**src/rtl/seqdet_stream_ctrl.sv**
```systemverilog
// ============================================================================
// Module  : seqdet_stream_ctrl
// Brief   : Serial pattern-detector sequencer. Takes parallel words over a
//           valid/ready handshake and shifts them MSB-first into a PAT_LEN-bit
//           history. Counts overlapping PATTERN matches across a multi-word
//           frame, then presents the saturating count on a valid/ready port.
// Rev     : 1.0  initial release
// ============================================================================
`default_nettype none

module seqdet_stream_ctrl #(
    parameter int                 WORD_W  = 8,
    parameter int                 PAT_LEN = 4,
    parameter logic [PAT_LEN-1:0] PATTERN = 4'b1001,
    parameter int                 CNT_W   = 8
) (
    input  logic              clk,
    input  logic              rst,
    input  logic              in_valid,
    input  logic [WORD_W-1:0] in_word,
    input  logic              in_last,
    output logic              in_ready,
    output logic              out_valid,
    output logic [CNT_W-1:0]  out_count,
    input  logic              out_ready,
    output logic              match,
    output logic              busy
);

    localparam int IDX_W  = (WORD_W > 1) ? $clog2(WORD_W) : 1;
    localparam int FILL_W = $clog2(PAT_LEN + 1);

    typedef enum logic [1:0] {
        IDLE   = 2'd0,
        SHIFT  = 2'd1,
        REPORT = 2'd2
    } state_t;

    state_t              state;
    state_t              state_next;

    logic [WORD_W-1:0]   word_q;
    logic                last_q;
    logic [IDX_W-1:0]    idx;
    logic [PAT_LEN-1:0]  history;
    logic [FILL_W-1:0]   fill;
    logic [CNT_W-1:0]    count;
    logic                match_pulse;

    logic                cur_bit;
    logic [PAT_LEN-1:0]  next_history;
    logic [FILL_W-1:0]   next_fill;
    logic                hit;

    // Bit currently being shifted in, taken from the latched word MSB-first.
    assign cur_bit = word_q[idx];

    // A single-bit history has no older bits to keep, so it needs its own form.
    generate
        if (PAT_LEN == 1) begin : g_hist_single
            assign next_history = cur_bit;
        end else begin : g_hist_multi
            assign next_history = {history[PAT_LEN-2:0], cur_bit};
        end
    endgenerate

    // Fill tracks how many valid bits the history holds; it stops at PAT_LEN.
    assign next_fill = (fill == FILL_W'(PAT_LEN)) ? fill : fill + 1'b1;

    // The fill guard keeps the cleared history from matching (e.g. PATTERN=0).
    assign hit = (next_history == PATTERN) && (next_fill == FILL_W'(PAT_LEN));

    // State register.
    always_ff @(posedge clk) begin
        if (rst) begin
            state <= IDLE;
        end else begin
            state <= state_next;
        end
    end

    // Next-state and handshake outputs.
    always_comb begin
        state_next = state;
        in_ready   = 1'b0;
        out_valid  = 1'b0;
        busy       = 1'b1;
        case (state)
            IDLE: begin
                in_ready = 1'b1;
                busy     = 1'b0;
                if (in_valid) begin
                    state_next = SHIFT;
                end
            end
            SHIFT: begin
                if (idx == '0) begin
                    state_next = last_q ? REPORT : IDLE;
                end
            end
            REPORT: begin
                out_valid = 1'b1;
                if (out_ready) begin
                    state_next = IDLE;
                end
            end
            default: begin
                state_next = IDLE;
            end
        endcase
    end

    // Datapath: word capture, bit shifting, match counting and frame clearing.
    always_ff @(posedge clk) begin
        if (rst) begin
            word_q      <= '0;
            last_q      <= 1'b0;
            idx         <= '0;
            history     <= '0;
            fill        <= '0;
            count       <= '0;
            match_pulse <= 1'b0;
        end else begin
            match_pulse <= 1'b0;
            case (state)
                IDLE: begin
                    if (in_valid) begin
                        word_q <= in_word;
                        last_q <= in_last;
                        idx    <= IDX_W'(WORD_W - 1);
                    end
                end
                SHIFT: begin
                    history     <= next_history;
                    fill        <= next_fill;
                    idx         <= idx - 1'b1;
                    match_pulse <= hit;
                    if (hit && (count != {CNT_W{1'b1}})) begin
                        count <= count + 1'b1;
                    end
                end
                REPORT: begin
                    if (out_ready) begin
                        count   <= '0;
                        history <= '0;
                        fill    <= '0;
                    end
                end
                default: begin
                    match_pulse <= 1'b0;
                end
            endcase
        end
    end

    assign out_count = count;
    assign match     = match_pulse;

endmodule

`default_nettype wire

```
**config.mk**
```make
export PLATFORM = sky130hd
export DESIGN_NAME = seqdet_stream_ctrl
export DESIGN_NICKNAME = d
export VERILOG_FILES = /design/src/rtl/seqdet_stream_ctrl.sv
export SDC_FILE = /design/constraint.sdc
export NUM_CORES = 1
export LEC_CHECK = 0
export ABC_AREA = 1
export BUFFER_PORTS_ARGS = -buffer_cell sky130_fd_sc_hd__buf_2
export CAP_MARGIN = 40
export CORE_MARGIN = 8
export CORE_UTILIZATION = 27
export DETAILED_ROUTE_END_ITERATION = 10
export PLACE_DENSITY = 0.48
export SETUP_SLACK_MARGIN = 0.05
export SLEW_MARGIN = 30
export SYNTH_ARGS = -nofsm -noshare
export SYNTH_HDL_FRONTEND = slang
export SYNTH_SLANG_ARGS = --single-unit
```
**constraint.sdc**
```tcl
create_clock -name clk -period 2.2 [get_ports clk]
set_input_delay 0.55 -clock clk [delete_from_list [all_inputs] [get_ports clk]]
set_output_delay 0.55 -clock clk [all_outputs]
set_load 0.01 [all_outputs]
```
==> key figures, run 1 <==
Run status
  • Outcome: finished, final reports clean

Synthesis
  • Mean Syn Cell Area: 7.13 µm²
  • Syn_nets: about 230
  • Synth area leaders: dfxtp_1 39%, nand2_1 10%, nand3_1 8.4%
  • Ys Warns: 0
  • Synth top area share: 0.388
  • Post-synth top cells: 40 x nand2_1, 30 x inv_1, 29 x dfxtp_1
  • Synth cell types: 25
  • Most common cell in the netlist: nand2_1
  • Most area-hungry cell type in the Yosys netlist: dfxtp_1
  • Post-synthesis sequential area ratio: 0.388
  • Async S/R FF share, synth: 0
  • Mapped cell area: 1500 µm²
  • Cell count after synthesis: 210
  • Post-synth EDFFs: 0
  • Ys flop type: dfxtp_1
  • FF+latch count, synth: 29

Clock network
  • Post_cts resized: 0
  • Clk buf depth: 2
  • CTS Sinks: 29
  • Total CTS buffers: 5
  • Root buf cell: clkbuf_8
  • Clock-pin slew on the worst setup and hold paths: 0.06 ns
  • CTS tree: built
  • Setup bufs post-CTS: 0
  • Latest clock arrival within the worst-skew pair: 0.28 ns
  • H-tree depth: 2
  • Hold Buf Count CTS: 0

GRT
  • Vias in the first global route: 1,223
  • Total gr overflow: 0
  • Initial antenna violation count: 0
  • Total track usage: 0.0837
  • First-pass GRT wire length: 5690 µm
  • Pin count of the biggest net entering global routing: 20

Route
  • Via Count: between 1k and 1.5k
  • Remaining antenna violation count: 0
  • Pre-antenna DRT Iters: 3
  • Vias/cell: 4.30
  • Residual DRC count: 0
  • Post-Route WL: 3300 µm
  • Drt wl/cell: 10.7 µm
  • Iter 0 DRT Violations: between 40 and 50

STA
  • Worst-margin pin slew: 0.560 ns
  • Tcrit/Tclk final: 0.873
  • Hold Vio Cnt, Final: 0
  • Slew HR: 0.626
  • Total Neg Setup Slack: 0 ns
  • RSZ-0062 raised after global routing: false
  • Layout Skew: 0.00652 ns
  • Setup violations, final: 0
  • Tmin final: 1.92 ns
  • Worst hold margin: about 0.45 ns
  • Pins Over Slew Limit: 0
  • Fmax achieved: approximately 520 MHz

Floorplan
  • Die X: 90.5 µm
  • I/O Pins: 25
  • Initial Util: 0.275
  • Core ar.: 5440 µm²
  • DIE AREA: 8190 µm²
  • Core Rows: 27
  • Die H: 90.5 µm

Place
  • Routability-driven placement congestion ratio: around 0.73
  • Placed insts: 302
  • Buffers on Ports: 24
  • HPWL after DPL: between 2000 and 2500 µm

Worst setup path
  • Setup Crit Path Kind: flop to flop
  • CP required: between 2 and 2.5 ns
  • Capturing point of the worst reg2reg path: out_count[0]
  • Slowest-stage cell, CP: dfxtp_1
  • R2r startpoint: fill[0]
  • Worst-case reg-to-reg path depth: 12
  • Critical Path AT: 2.09 ns
  • Reg2reg setup slack: between 0.2 and 0.3 ns
  • Crit start category: flop
  • Most frequent cell on the critical path: inv_1
  • CP bufs+invs: 3
  • Critical Path, Cell by Cell: inv_1, ha_1, inv_1, nand2_1, nor2_1, nand3_1, nor2_4, nand3_2, nand2_2, nand2_1, o21ai_0, inv_1
  • CP max FO: 12
  • CP endpoint kind: flop
  • Largest delay share family, worst path: simple AND/OR/NAND/NOR gates
  • Max stage delay on crit path: 0.37 ns

Min path
  • Hold Path Depth: 2
  • HP Start: word_q[2]
  • Hold Crit Class: flop to flop
  • Worst Hold Path EP: word_q[2]

Power
  • Power Total: roughly 1.2 mW
  • Leakage: approximately 0.76 nW
  • VDD IR max: 0.000357 V
  • PwrDens: 668 nW/µm²

Final layout
  • Nets: 255
  • Ant diodes: 0
  • Layout cells sized above 1: 0.193
  • Finished Layout Cells: 310
  • Post-Route Utilization: 0.323
  • Area grow syn2layout: 17.2%

Flow run
  • Max-Cap Viols: 0
[where the power goes]
part           leakage [nW]  internal, mW  total, mW  switching, mW
logic                 0.482        0.0649      0.177          0.112
clock network        0.0450         0.219      0.418          0.199
registers             0.237         0.557      0.578         0.0208
total                 0.764         0.841       1.17          0.332
[worst reg2reg max path, delay by kind of cell, from the launching register on]
| kind | cells | cell delay (ns) |
|---|---|---|
| AND/OR/NAND/NOR | 7 | 0.83 |
| adder cells (fa/ha/maj) | 1 | 0.28 |
| buffers and inverters | 3 | 0.19 |
| flip-flops | 1 | 0.37 |
| AO/OA/AOI/OAI | 1 | 0.16 |
[metrics by stage]
step / instance area [µm²] / setup WS, ns
CTS: 1760 / 0.270
detailed placement: 1670 / 0.288
global placement: 1670 / 0.326
finish: 1760 / 0.279
global route: 1760 / 0.0506
floorplan: 1500 / 0.560
[metal layers]
layer / part of all wire / up-vias / GRT usage / routed length [µm]
met5: 0 / - / 0 / 0
met4: 0.010 / 0 / 0.0333 / 34
met3: 0.062 / 4 / 0.0382 / 205
met2: 0.39 / 23 / 0.125 / 1300
met1: 0.53 / 571 / 0.101 / 1760
li1: - / 735 / - / -
[how the worst max path moves through the flow]
| stage | from | end | slack (ns) | cells after the start |
|---|---|---|---|---|
| after floorplan | fill[0] | out_count[3] | 0.56 | 13 |
| after global placement | fill[0] | out_count[0] | 0.33 | 12 |
| after detailed placement | fill[0] | out_count[0] | 0.29 | 12 |
| after CTS | fill[0] | out_count[0] | 0.27 | 12 |
| after global routing | fill[0] | out_count[0] | 0.05 | 12 |
| final | fill[0] | out_count[0] | 0.28 | 12 |
[placed cells by master, fill, tap and decap left out, drive strengths merged]
master / instances
a2111oi: 1
a21oi: 21
a221oi: 2
buf: 25
clkbuf: 6
clkinv: 2
dfxtp: 29
ha: 5
inv: 34
nand2: 41
nand3: 27
nand4: 2
nor2: 21
nor3: 1
o21ai: 18
or2: 1
xnor2: 1
xor2: 1
[logic make-up after synthesis]
kind of cell / Yosys count / share of synthesized area
compound gates: 42 / 0.157
fa+ha+maj: 5 / 0.0418
simple gates: 93 / 0.287
flops: 29 / 0.388
buf+inv: 39 / 0.115
xor+xnor: 2 / 0.0117
[registers in the layout, indices dropped and copies added, names as in the netlist]
signal / cells
word_q: 8
history: 3
fill: 3
out_count: 8
state: 2
idx: 3
match: 1
last_q: 1
[cell type report]
type                            count  area [µm²]
Clock inverter                      2        10.0
Sequential cell                    29         581
Inverter                           34         130
Fill cell                         595        3680
Tap cell                           72        90.1
Multi-Input combinational cell    142         744
Timing Repair Buffer               25         128
Clock buffer                        6        72.6
No activity file was read; power rests on OpenSTA's default activity.
==> run 2: changes to the inputs <==
--- a/config.mk
+++ b/config.mk
@@ -11,9 +11,8 @@
 export CORE_MARGIN = 8
 export CORE_UTILIZATION = 27
 export DETAILED_ROUTE_END_ITERATION = 10
-export PLACE_DENSITY = 0.48
+export PLACE_DENSITY_LB_ADDON = 0.15
 export SETUP_SLACK_MARGIN = 0.05
-export SLEW_MARGIN = 30
 export SYNTH_ARGS = -nofsm -noshare
 export SYNTH_HDL_FRONTEND = slang
 export SYNTH_SLANG_ARGS = --single-unit
==> key figures, run 2 (synthesized netlist as in run 1, its figures left out) <==
Run status
  • Outcome: finished, final reports clean

Final layout
  • Commonest non-fill, non-tap cell in the layout: nand2_1
  • Area grow syn2layout: 20.6%
  • Footprint of the multi-input gates: 749 µm²
  • Register area: 581 µm²
  • Most frequent cells in the layout: 40 x nand2_1, 30 x inv_1, 29 x dfxtp_1
  • Filler cells: about 600
  • Nets: 256
  • Layout cells sized above 1: 0.201
  • Ant diodes: 0

GRT
  • Initial antenna violation count: 0
  • Pin count of the biggest net entering global routing: 18
  • First-pass GRT wire length: a little over 6000 µm
  • Vias in the first global route: 1,386
  • Total track usage: 0.0909
  • Total gr overflow: 0

Place
  • HPWL after DPL: 2550 µm
  • Routability-driven placement congestion ratio: 0.728
  • Placement Setup Slack: 0.246 ns
  • Buffers on Ports: 24

Route
  • Pre-antenna DRT Iters: 4
  • Drt wl/cell: 10.9 µm
  • Vias/cell: between 4 and 5
  • Via Count: 1,386
  • Post-Route WL: 3390 µm
  • Residual DRC count: 0
  • Remaining antenna violation count: 0
  • Iter 0 DRT Violations: a little under 80

Worst setup path
  • Max stage delay on crit path: 0.39 ns
  • Critical Path, Cell by Cell: inv_1, ha_1, inv_1, nand2_1, nor2_1, nand3_1, nor2_4, nand3_2, nand2_4, nand2_1, o21ai_0, inv_1
  • CP required: approximately 2.4 ns
  • Crit start category: flop
  • Setup Crit Path Kind: flop to flop
  • Most frequent cell on the critical path: inv_1
  • Worst-case reg-to-reg path depth: 12
  • Largest delay share family, worst path: simple AND/OR/NAND/NOR gates
  • Reg2reg setup slack: 0.29 ns
  • CP max FO: 12
  • Critical Path AT: 2.09 ns
  • Capturing point of the worst reg2reg path: out_count[0]
  • CP endpoint kind: flop
  • CP bufs+invs: 3
  • R2r startpoint: fill[0]
  • Slowest-stage cell, CP: dfxtp_1

Floorplan
  • Core Rows: 27
  • I/O Pins: 25
  • Die H: around 90 µm
  • DIE AREA: 8190 µm²
  • Core ar.: 5440 µm²
  • Die X: 90.5 µm
  • Initial Util: 0.275

Clock network
  • Total CTS buffers: 5
  • CTS tree: built
  • Root buf cell: clkbuf_8
  • H-tree depth: 2
  • Post_cts resized: 0
  • Latest clock arrival within the worst-skew pair: 0.29 ns
  • Clock-pin slew on the worst setup and hold paths: 0.07 ns
  • Clk buf depth: 2
  • Setup bufs post-CTS: 0
  • Hold Buf Count CTS: 0
  • CTS Sinks: 29

STA
  • Worst-margin pin slew: ~0.43 ns
  • Setup violations, final: 0
  • Final setup margin: about 0.29 ns
  • Hold Vio Cnt, Final: 0
  • Slew HR: 0.716
  • Tcrit/Tclk final: 0.867
  • Layout Skew: around 0.010 ns
  • Pins Over Slew Limit: 0
  • Total Neg Setup Slack: 0 ns
  • Tmin final: 1.91 ns
  • Fmax achieved: 524 MHz
  • RSZ-0062 raised after global routing: false
  • Worst hold margin: 0.455 ns

Power
  • VDD IR max: roughly 0.00030 V
  • PwrDens: 747 nW/µm²
  • Leakage: 0.782 nW

Min path
  • HP Start: word_q[4]
  • Hold Crit Class: flop to flop
  • Worst Hold Path EP: word_q[4]
  • Hold Path Depth: 2

Flow run
  • Max-Cap Viols: 0
run 2: cell count changes in the layout (fill, tap and decap cells not counted), sizes merged:
cell      before  now
clkinv         2    0
buf           25   26
bufinv         0    1
clkinvlp       0    1
run 2: worst max path at each step:
| stage | to | from | cells past startpoint |
|---|---|---|---|
| final | out_count[0] | fill[0] | 12 |
| after global routing | out_count[0] | fill[0] | 12 |
| after CTS | out_count[0] | fill[0] | 12 |
| after detailed placement | out_count[0] | fill[0] | 12 |
| after global placement | out_count[0] | fill[0] | 12 |
| after floorplan | out_count[3] | fill[0] | 13 |
run 2: layout make-up:
class | instances | share of cell area
multi-input combinational | 142 | 0.415
sequential | 29 | 0.322
timing repair buffer | 26 | 0.0748
inverter | 34 | 0.0721
tap | 72 | 0.0499
clock buffer | 6 | 0.0457
clock inverter | 2 | 0.0208
run 2: worst reg2reg max path, cell delays in order, from the launching register on:
cell and delay (ns):
dfxtp_1 0.39, inv_1 0.08, ha_1 0.28, inv_1 0.06, nand2_1 0.05, nor2_1 0.09
nand3_1 0.15, nor2_4 0.12, nand3_2 0.11, nand2_4 0.15, nand2_1 0.10, o21ai_0 0.17
inv_1 0.05
run 2: report_power, final:
part | total, mW | internal, mW | switching (mW)
Sequential | 0.578 | 0.557 | 0.0206
Combinational | 0.177 | 0.0662 | 0.111
Clock | 0.594 | 0.368 | 0.226
run 2: through the flow:
| stage | area (µm²) | utilization | instances | total power, mW |
|---|---|---|---|---|
| after floorplan | 1500 | - | 210 | 0.720 |
| after global placement | 1680 | 0.309 | 303 | 0.771 |
| after detailed placement | 1680 | 0.309 | 303 | 0.769 |
| after CTS | 1800 | 0.331 | 311 | 1.37 |
| after global routing | 1810 | 0.332 | 311 | 1.42 |
| final | 1810 | 0.332 | 311 | 1.35 |
run 2: per-layer routing:
layer / part of all wire / vias up / wire length (µm) / GRT usage
met5: 0 / - / 0 / 0
met3: 0.067 / 6 / 226 / 0.0391
met1: 0.47 / 604 / 1600 / 0.102
li1: - / 735 / - / -
met4: 0.019 / 0 / 65 / 0.0472
met2: 0.44 / 41 / 1500 / 0.143
==> run 3: changes to the inputs <==
--- a/config.mk
+++ b/config.mk
@@ -11,7 +11,7 @@
 export CORE_MARGIN = 8
 export CORE_UTILIZATION = 27
 export DETAILED_ROUTE_END_ITERATION = 10
-export PLACE_DENSITY_LB_ADDON = 0.15
+export PLACE_DENSITY = 0.55
 export SETUP_SLACK_MARGIN = 0.05
 export SYNTH_ARGS = -nofsm -noshare
 export SYNTH_HDL_FRONTEND = slang
==> key figures, run 3 (synthesized netlist as in run 1, its figures left out) <==
Worst setup path
  • Critical Path, Cell by Cell: inv_1, ha_1, inv_1, nand2_1, nor2_1, nand3_1, nor2_4, nand3_2, nand2_2, nand2_1, o21ai_0, inv_1
  • Largest delay share family, worst path: simple AND/OR/NAND/NOR gates
  • Max stage delay on crit path: approximately 0.38 ns
  • CP bufs+invs: 3
  • CP endpoint kind: flop
  • Critical Path AT: 2.12 ns
  • CP required: ~2.4 ns
  • R2r startpoint: fill[0]
  • Setup Crit Path Kind: flop to flop
  • Crit. Startpoint: fill[0]
  • Crit start category: flop
  • CP max FO: 12
  • Slowest-stage cell, CP: dfxtp_1
  • Most frequent cell on the critical path: inv_1

Place
  • Buffers on Ports: 24
  • Routability-driven placement congestion ratio: roughly 0.8
  • HPWL after DPL: 2490 µm
  • Placement Setup Slack: 0.297 ns

Final layout
  • Most frequent cells in the layout: 40 x nand2_1, 30 x inv_1, 29 x dfxtp_1
  • Ant diodes: 0
  • Nets: 255
  • Area grow syn2layout: 18.5%
  • Layout cells sized above 1: 0.197
  • Commonest non-fill, non-tap cell in the layout: nand2_1
  • Post-Route Utilization: 0.326

GRT
  • Total track usage: 0.0857
  • Total gr overflow: 0
  • Vias in the first global route: roughly 1.3k
  • Pin count of the biggest net entering global routing: 20
  • Initial antenna violation count: 0
  • First-pass GRT wire length: 5780 µm

STA
  • RSZ-0062 raised after global routing: false
  • Worst-margin pin slew: 0.539 ns
  • Layout Skew: between 0.004 and 0.005 ns
  • Fmax achieved: 516 MHz
  • Tmin final: just under 2 ns
  • Final setup margin: 0.261 ns
  • Pins Over Slew Limit: 0
  • Setup violations, final: 0
  • Worst hold margin: 0.454 ns
  • Hold Vio Cnt, Final: 0
  • Tcrit/Tclk final: 0.881
  • Slew HR: 0.640
  • Total Neg Setup Slack: 0 ns

Floorplan
  • Initial Util: 0.275
  • Core ar.: approximately 5400 µm²
  • Die H: 90.5 µm
  • Die X: 90.5 µm
  • I/O Pins: 25
  • DIE AREA: 8190 µm²
  • Core Rows: 27

Power
  • VDD IR max: between 0.0004 and 0.0005 V
  • Combinational share of power: 0.142
  • Power Total: 1.24 mW
  • Internal power: approximately 900 µW
  • PwrDens: 700 nW/µm²
  • Psw: 337 µW
  • Leakage: between 0.7 and 0.8 nW
  • Clock power share: 0.392
  • Switch share: 0.272
  • Sequential power share: 0.465

Clock network
  • CTS tree: built
  • Clock-pin slew on the worst setup and hold paths: 0.06 ns
  • Total CTS buffers: 5
  • Hold Buf Count CTS: 0
  • Latest clock arrival within the worst-skew pair: 0.29 ns
  • H-tree depth: 2
  • Setup bufs post-CTS: 0
  • CTS Sinks: 29
  • Clk buf depth: 2
  • Root buf cell: clkbuf_8
  • Post_cts resized: 0

Min path
  • HP Start: word_q[1]
  • Hold Crit Class: flop to flop

Route
  • Post-Route WL: 3340 µm
  • Remaining antenna violation count: 0
  • Pre-antenna DRT Iters: 4
  • Via Count: 1,363
  • Iter 0 DRT Violations: between 100 and 150
  • Drt wl/cell: about 11 µm
  • Vias/cell: 4.40
  • Residual DRC count: 0

Run status
  • Outcome: finished, final reports clean

Flow run
  • Max-Cap Viols: 0
run 3: cell count changes in the layout (fill, tap and decap cells not counted):
| cell | delta |
|---|---|
| buf_4 | -1 |
| bufinv_16 | -1 |
| clkbuf_8 | +1 |
| clkinv_2 | +1 |
| clkinvlp_4 | -1 |
| nand2_2 | +1 |
| nand2_4 | -1 |
run 3: cell type report:
type	count	area, µm²
Fill cell	607	3660
Timing Repair Buffer	25	128
Clock inverter	1	5.00
Sequential cell	29	581
Inverter	34	130
Clock buffer	7	96.3
Tap cell	72	90.1
Multi-Input combinational cell	142	744
run 3: worst paths after layout:
| kind | to | slack (ns) | cells past startpoint |
|---|---|---|---|
| max reg2reg | out_count[0] | 0.26 | 12 |
| min reg2reg | word_q[1] | 0.45 | 2 |
| min | word_q[1] | 0.45 | 2 |
| max | out_count[0] | 0.26 | 12 |
run 3: worst min-delay path: stages (launching register included):
cell and delay, ns:
dfxtp_1 0.30, inv_1 0.06, a21oi_1 0.05
run 3: power by group through the flow:
stage | Sequential (mW) | Clock [mW] | Combinational (mW)
3_5_place_dp | 0.589 | 0 | 0.178
6_report | 0.578 | 0.487 | 0.177
5_1_grt | 0.581 | 0.528 | 0.207
3_3_place_gp | 0.589 | 0 | 0.177
2_1_floorplan | 0.586 | 0 | 0.134
4_1_cts | 0.578 | 0.503 | 0.179
run 3: per-layer routing:
layer / up-vias / wire length, µm / global-route usage
li1: 733 / - / -
met1: 596 / 1650 / 0.0992
met2: 28 / 1420 / 0.132
met3: 6 / 230 / 0.0349
met4: 0 / 35 / 0.0458
met5: - / 0 / 0
run 3: through the flow:
stage	instances	cell area [µm²]
after global routing	310	1770
after detailed placement	302	1670
final	310	1770
after floorplan	210	1500
after global placement	302	1670
after CTS	310	1770
